===== config.mk =====
export PLATFORM = sky130hd
export DESIGN_NAME = matrix_writeback_arbiter
export DESIGN_NICKNAME = d
export VERILOG_FILES = /design/src/rtl/wb_arb_pkg.sv /design/src/rtl/rr_arbiter.sv /design/src/rtl/matrix_writeback_arbiter.sv
export SDC_FILE = /design/constraint.sdc
export NUM_CORES = 1
export LEC_CHECK = 0
export ABC_CLOCK_PERIOD_IN_PS = 8150
export CAP_MARGIN = 20
export CORE_MARGIN = 4
export CORE_UTILIZATION = 46
export DETAILED_ROUTE_END_ITERATION = 10
export GPL_TIMING_DRIVEN = 0
export PLACE_DENSITY = 0.87
export SLEW_MARGIN = 15
export SYNTH_ARGS = -nofsm -noshare
export SYNTH_HDL_FRONTEND = slang
export SYNTH_HIERARCHICAL = 1
export SYNTH_SLANG_ARGS = --single-unit

===== constraint.sdc =====
create_clock -name inter_refclk -period 8.15 [get_ports inter_refclk]
set_input_delay 1.63 -clock inter_refclk [delete_from_list [all_inputs] [get_ports inter_refclk]]
set_output_delay 1.63 -clock inter_refclk [all_outputs]
set_load 0.01 [all_outputs]

===== src/rtl/wb_arb_pkg.sv =====
// Shared types and sizing helpers for the matrix write-back arbiter.
// Used by matrix_writeback_arbiter (optional duplicate check: WB_DUP_CHECK_EN).
package wb_arb_pkg;

    typedef enum logic [2:0] {
        IDLE,
        COLLECT,
        WAIT_TX,
        REQUEST,
        HOLD
    } wb_state_e;

    localparam int DEF_NUM_REQ      = 4;
    localparam int DEF_ELEMENT_SIZE = 8;
    localparam int DEF_SIZE_A       = 32;
    localparam int DEF_SIZE_B       = 32;

    function automatic int wb_total(input int size_a, input int size_b);
        return size_a * size_b;
    endfunction

    // One spare bit so the counter can hold TOTAL itself.
    function automatic int wb_cnt_width(input int total);
        return $clog2(total) + 1;
    endfunction

endpackage


===== src/rtl/rr_arbiter.sv =====
// Round-robin picker: first requester at or after i_ptr (wrapping) wins.
module rr_arbiter #(
    parameter int N  = 4,
    parameter int PW = (N > 1) ? $clog2(N) : 1
) (
    input  logic [N-1:0]  i_req,
    input  logic [PW-1:0] i_ptr,
    output logic [N-1:0]  o_grant
);

    logic [PW-1:0] w_idx;
    logic          w_found;

    always_comb begin
        o_grant = '0;
        w_found = 1'b0;
        w_idx   = '0;
        for (int unsigned k = 0; k < N; k++) begin
            w_idx = PW'((32'(i_ptr) + k) % N);
            if (!w_found && i_req[w_idx]) begin
                o_grant[w_idx] = 1'b1;
                w_found        = 1'b1;
            end
        end
    end

endmodule


===== src/rtl/matrix_writeback_arbiter.sv =====
// Collects matrix elements from NUM_REQ producers into the matrix store, then hands off to Ethernet.
// Define WB_DUP_CHECK_EN to add a written-address bitmap and the err_dup output.
module matrix_writeback_arbiter
    import wb_arb_pkg::*;
#(
    parameter int NUM_REQ          = DEF_NUM_REQ,
    parameter int MAX_ELEMENT_SIZE = DEF_ELEMENT_SIZE,
    parameter int MAX_SIZE_A       = DEF_SIZE_A,
    parameter int MAX_SIZE_B       = DEF_SIZE_B
) (
    input  logic                                    inter_refclk,
    input  logic                                    rst_n,
    input  logic                                    start,
    input  logic [NUM_REQ-1:0]                      req_valid,
    output logic [NUM_REQ-1:0]                      req_ready,
    input  logic [NUM_REQ*$clog2(MAX_SIZE_A)-1:0]   req_row,
    input  logic [NUM_REQ*$clog2(MAX_SIZE_B)-1:0]   req_col,
    input  logic [NUM_REQ*MAX_ELEMENT_SIZE-1:0]     req_element,
    output logic                                    valid_data_out,
    output logic [$clog2(MAX_SIZE_A)-1:0]           row_addr,
    output logic [$clog2(MAX_SIZE_B)-1:0]           col_addr,
    output logic [MAX_ELEMENT_SIZE-1:0]             matrix_element,
    input  logic                                    tx_ready,
    input  logic                                    tx_done,
    output logic                                    data_request,
    output logic                                    busy,
    output logic                                    compile_done
`ifdef WB_DUP_CHECK_EN
    ,
    output logic                                    err_dup
`endif
);

    localparam int RW    = $clog2(MAX_SIZE_A);
    localparam int CW    = $clog2(MAX_SIZE_B);
    localparam int EW    = MAX_ELEMENT_SIZE;
    localparam int TOTAL = wb_total(MAX_SIZE_A, MAX_SIZE_B);
    localparam int CNTW  = wb_cnt_width(TOTAL);
    localparam int PW    = (NUM_REQ > 1) ? $clog2(NUM_REQ) : 1;

    localparam logic [RW:0]     ROW_LIM  = (RW + 1)'(MAX_SIZE_A);
    localparam logic [CW:0]     COL_LIM  = (CW + 1)'(MAX_SIZE_B);
    localparam logic [CNTW-1:0] CNT_FULL = CNTW'(TOTAL);

    wb_state_e          r_state, w_next;
    logic [PW-1:0]      r_ptr, w_gidx;
    logic [CNTW-1:0]    r_count;
    logic               r_vdo;
    logic [RW-1:0]      r_row, w_row;
    logic [CW-1:0]      r_col, w_col;
    logic [EW-1:0]      r_elem, w_elem;
    logic [NUM_REQ-1:0] w_req, w_grant;
    logic               w_accept, w_xfer, w_in_range, w_fwd, w_cnt_en;

    assign w_accept = (r_state == COLLECT) && (r_count < CNT_FULL);
    assign w_req    = req_valid & {NUM_REQ{w_accept}};

    rr_arbiter #(.N(NUM_REQ), .PW(PW)) u_rr (
        .i_req   (w_req),
        .i_ptr   (r_ptr),
        .o_grant (w_grant)
    );

    assign req_ready = w_grant;
    assign w_xfer    = |w_grant;

    always_comb begin
        w_gidx = '0;
        w_row  = '0;
        w_col  = '0;
        w_elem = '0;
        for (int unsigned i = 0; i < NUM_REQ; i++) begin
            if (w_grant[i]) begin
                w_gidx = PW'(i);
                w_row  = req_row[i*RW +: RW];
                w_col  = req_col[i*CW +: CW];
                w_elem = req_element[i*EW +: EW];
            end
        end
    end

    assign w_in_range = ({1'b0, w_row} < ROW_LIM) && ({1'b0, w_col} < COL_LIM);

`ifdef WB_DUP_CHECK_EN
    localparam int IDXW = $clog2(TOTAL);

    logic [TOTAL-1:0] r_written;
    logic [IDXW-1:0]  w_idx;
    logic             w_dup;
    logic             r_err_dup;

    assign w_idx    = IDXW'(w_row) * IDXW'(MAX_SIZE_B) + IDXW'(w_col);
    assign w_dup    = w_in_range && r_written[w_idx];
    assign w_fwd    = w_xfer && w_in_range && !w_dup;
    assign w_cnt_en = w_xfer && !w_dup;
    assign err_dup  = r_err_dup;

    always_ff @(posedge inter_refclk or negedge rst_n) begin
        if (!rst_n) begin
            r_written <= '0;
            r_err_dup <= 1'b0;
        end else begin
            r_err_dup <= w_xfer && w_dup;
            if (r_state == IDLE && start) begin
                r_written <= '0;
            end else if (w_fwd) begin
                r_written[w_idx] <= 1'b1;
            end
        end
    end
`else
    assign w_fwd    = w_xfer && w_in_range;
    assign w_cnt_en = w_xfer;
`endif

    always_ff @(posedge inter_refclk or negedge rst_n) begin
        if (!rst_n) r_state <= IDLE;
        else        r_state <= w_next;
    end

    always_comb begin
        w_next = r_state;
        case (r_state)
            IDLE:    if (start)                w_next = COLLECT;
            COLLECT: if (r_count == CNT_FULL)  w_next = WAIT_TX;
            WAIT_TX: if (tx_ready)             w_next = REQUEST;
            REQUEST:                           w_next = HOLD;
            HOLD:    if (tx_done)              w_next = IDLE;
            default:                           w_next = IDLE;
        endcase
    end

    always_comb begin
        busy         = (r_state != IDLE);
        data_request = (r_state == REQUEST);
    end

    // Out-of-range or duplicate transfers still advance ptr; data registers only load on forward.
    always_ff @(posedge inter_refclk or negedge rst_n) begin
        if (!rst_n) begin
            r_ptr   <= '0;
            r_count <= '0;
            r_vdo   <= 1'b0;
            r_row   <= '0;
            r_col   <= '0;
            r_elem  <= '0;
        end else begin
            if (r_state == IDLE && start) begin
                r_count <= '0;
            end else if (w_cnt_en) begin
                r_count <= r_count + 1'b1;
            end
            if (w_xfer) begin
                r_ptr <= (w_gidx == PW'(NUM_REQ - 1)) ? '0 : w_gidx + 1'b1;
            end
            r_vdo <= w_fwd;
            if (w_fwd) begin
                r_row  <= w_row;
                r_col  <= w_col;
                r_elem <= w_elem;
            end
        end
    end

    assign valid_data_out = r_vdo;
    assign row_addr       = r_row;
    assign col_addr       = r_col;
    assign matrix_element = r_elem;
    assign compile_done   = (r_count == CNT_FULL);

endmodule


==> key figures <==
Worst setup path
  – Max FO, Critical Path: 10
  – R2r startpoint: r_state[1]
  – Reg2reg setup slack: around 4500 ps
  – Worst r2r dst: row_addr[2]
  – CP Launch Point: req_valid[3]
  – CP Class: input pin to output pin
  – Crit start category: input pin
  – CP Cell Sequence: clkdlybuf4s50_1, and2_1, mux4_2, buf_6, nor2_1, nand2_1, o211ai_1, clkdlybuf4s50_1
  – Slowest stage delay, CP: 670 ps
  – Req. time, crit path: 6520 ps
  – Reg2Reg Depth: 9
  – Crit path top cell by count: clkdlybuf4s50_1
  – Critical path destination: req_ready[1]
  – Worst path slowest cell: clkdlybuf4s50_1
  – Critical path endpoint category: output pin
  – Crit path arrival time: 4260 ps

Floorplan
  – Ports: 107
  – Die area: 6440 um^2
  – Chip height: 80.2 um
  – Core area: 5070 um^2
  – Die width: 80.2 um
  – Starting Density: 0.473
  – Core Rows: 26

Clock network
  – Root Driver: clkbuf_8
  – Clk sink count: 35
  – Skew-Pair Late Insertion Delay: 290 ps
  – Postcts setup bufs: 0
  – Max Root-Sink Buffers: 2
  – Post_cts resized: 0
  – Htree depth: 2
  – Clock transition at the registers of the reported paths: roughly 70 ps
  – Hold buffers post-CTS: 0
  – TritonCTS clock tree: done
  – CTS Buf Count: 5

Place
  – PortBufs: about 110
  – Gpl congestion: 0.866
  – Post-DP HPWL: 5.63 mm

Timing
  – Final Hold Viols: 0
  – RSZ-0062 raised after global routing: no
  – Final min period: 5890 ps
  – Slew @ Worst Pin: 651 ps
  – Clock skew: 4.06 ps
  – Final setup violation count: 0
  – Setup TNS: 0 ps
  – Relative slew margins: 0.560
  – Fmax achieved: 170 MHz
  – Period utilization: 0.722
  – Slew Limit Fails: 0

Route
  – DRC Markers: 0
  – DR vias/cell: 5.54
  – Number of routed nets with antenna violations: 0
  – Via count: 2520
  – DRT Pass-1 Iters: 5
  – DR iter-0 viols: 77
  – Routed len/inst: around 16 um
  – Aggregate routed wire length: 7.32 mm

Power and ir drop
  – Sw Ratio: 0.461
  – Power Total: 1.61 mW
  – P_sw: 0.742 mW
  – Lkg Pwr: 1.59 nW
  – Flop pwr share: 0.203
  – Clock network fraction of total power: 0.088
  – Peak supply drop: 283 uV
  – Cell area power density: 438 nW/um^2
  – Combinational power share: 0.709
  – Internal: between 0.8 and 0.9 mW

Synth
  – Synth Warn #: 6
  – Netlist cell types: 41
  – Ys async rst share: 1.00
  – Post-Synthesis Net Count: 359
  – Post-synth EDFFs: 0
  – Sequential share of the synthesized area: 0.365
  – Main synth FF type: dfrtp_1
  – Area of the mapped netlist: 2400 um^2
  – Synth Instances: 270
  – Synthesis-stage register bit count: 35
  – Syn avg cell area: 8.89 um^2

Final layout
  – NumNets Final: 473
  – Commonest non-fill, non-tap cells in the layout: clkdlybuf4s50_1 (105), dfrtp_1 (35), nor2_1 (34)
  – P&R area growth vs syn: 52.8%
  – Leading cell type in the layout, fill and taps excluded: clkdlybuf4s50_1
  – Antenna diodes: 0
  – Share of post-route cells with drive strength above 1: 0.0883
  – FILL cells: 383

Global routing
  – Pin count of the biggest net entering global routing: 35
  – Grt total ovfl: 0
  – Total track usage: 0.239
  – Initial antenna violation count: 0
  – Vias in the first global route: 2595
  – First-pass GRT wire length: 11.9 mm

Status
  – Status: completed

Min path
  – Worst min-delay path class: flop to flop

Job
  – Max cap viols: 0
worst max-delay path: cells and delay by family:
kind	cells	cell delay [ps]
buffers and inverters	3	1220
AOI/OAI and AO/OA	1	560
muxes	1	480
and+or+nand+nor	3	370
flip-flops by register name (all words and copies together), names as in the netlist:
| register | count |
|---|---|
| r_count | 11 |
| matrix_element | 8 |
| col_addr | 5 |
| row_addr | 5 |
| r_state | 3 |
| r_ptr | 2 |
| valid_data_out | 1 |
power by group through the flow:
stage	sequential, mW	clock (mW)	combinational (mW)
2_1_floorplan	0.338	0	0.731
3_3_place_gp	0.323	0	1.09
3_5_place_dp	0.329	0	1.13
4_1_cts	0.326	0.143	1.14
5_1_grt	0.338	0.152	1.26
6_report	0.326	0.141	1.14
area by class of cell:
class                      instances  area (um^2)  area share
sequential                        35          876       0.239
tap                               70         87.6      0.0239
buffer                            19          108      0.0293
inverter                          27          101      0.0276
timing repair buffer             107         1080       0.293
multi-input combinational        189         1320       0.359
clock buffer                       7         96.3      0.0263
clock inverter                     1         7.51     0.00205
per-stage QoR:
step	std cells	setup WS [ps]	hold slack, ps	utilization	instance area, um^2
3_5_place_dp	447	2280	521	0.702	3560
6_report	455	2260	534	0.723	3670
4_1_cts	455	2270	530	0.723	3670
3_3_place_gp	446	2300	499	0.699	3550
5_1_grt	455	2130	547	0.723	3670
2_1_floorplan	270	3510	471	-	2400
cell usage after synthesis (all sizes together) (3+ instances only):
cell	instances	area (um^2)
clkbuf	9	33.8
nand2	25	93.8
nand2b	3	18.8
and4	3	26.3
mux4	4	97.6
nor2	36	140
and2	4	25.0
a31oi	17	106
xor2	8	70.1
buf	10	73.8
o211ai	4	30.0
nor4b	3	41.3
a21oi	11	58.8
ha	8	100
nand3	4	20.0
a211o	17	149
dfrtp	35	876
inv	27	101
a21o	4	35.0
a221oi	17	149
worst min path at each step:
stage | start | end | slack, ps | cells past startpoint
finish | r_state[2] | r_state[1] | 530 | 1
global route | r_state[2] | r_state[1] | 550 | 1
CTS | r_state[2] | r_state[1] | 530 | 1
global placement | r_state[2] | r_state[1] | 500 | 1
detailed placement | r_state[2] | r_state[1] | 520 | 1
floorplan | r_state[2] | r_state[1] | 470 | 1
routing by layer:
layer  vias up  share of wire  global-route usage
met5         -              0                   0
met4         0          0.017              0.0760
met3        14          0.086              0.0897
met2        97           0.52               0.416
met1      1211           0.38               0.269
li1       1198              -                   -
logic make-up (layout without fill, tap and decap cells):
| family | after synthesis | in the layout | share of synthesized area |
|---|---|---|---|
| simple gates | 93 | 93 | 0.198 |
| compound gates | 74 | 74 | 0.231 |
| buf+inv | 46 | 161 | 0.0871 |
| flops | 35 | 35 | 0.365 |
| xor+xnor | 9 | 9 | 0.0328 |
| fa+ha+maj | 8 | 8 | 0.0417 |
| mux | 5 | 5 | 0.0448 |
Note: power is estimated with default switching activity, not from simulation.
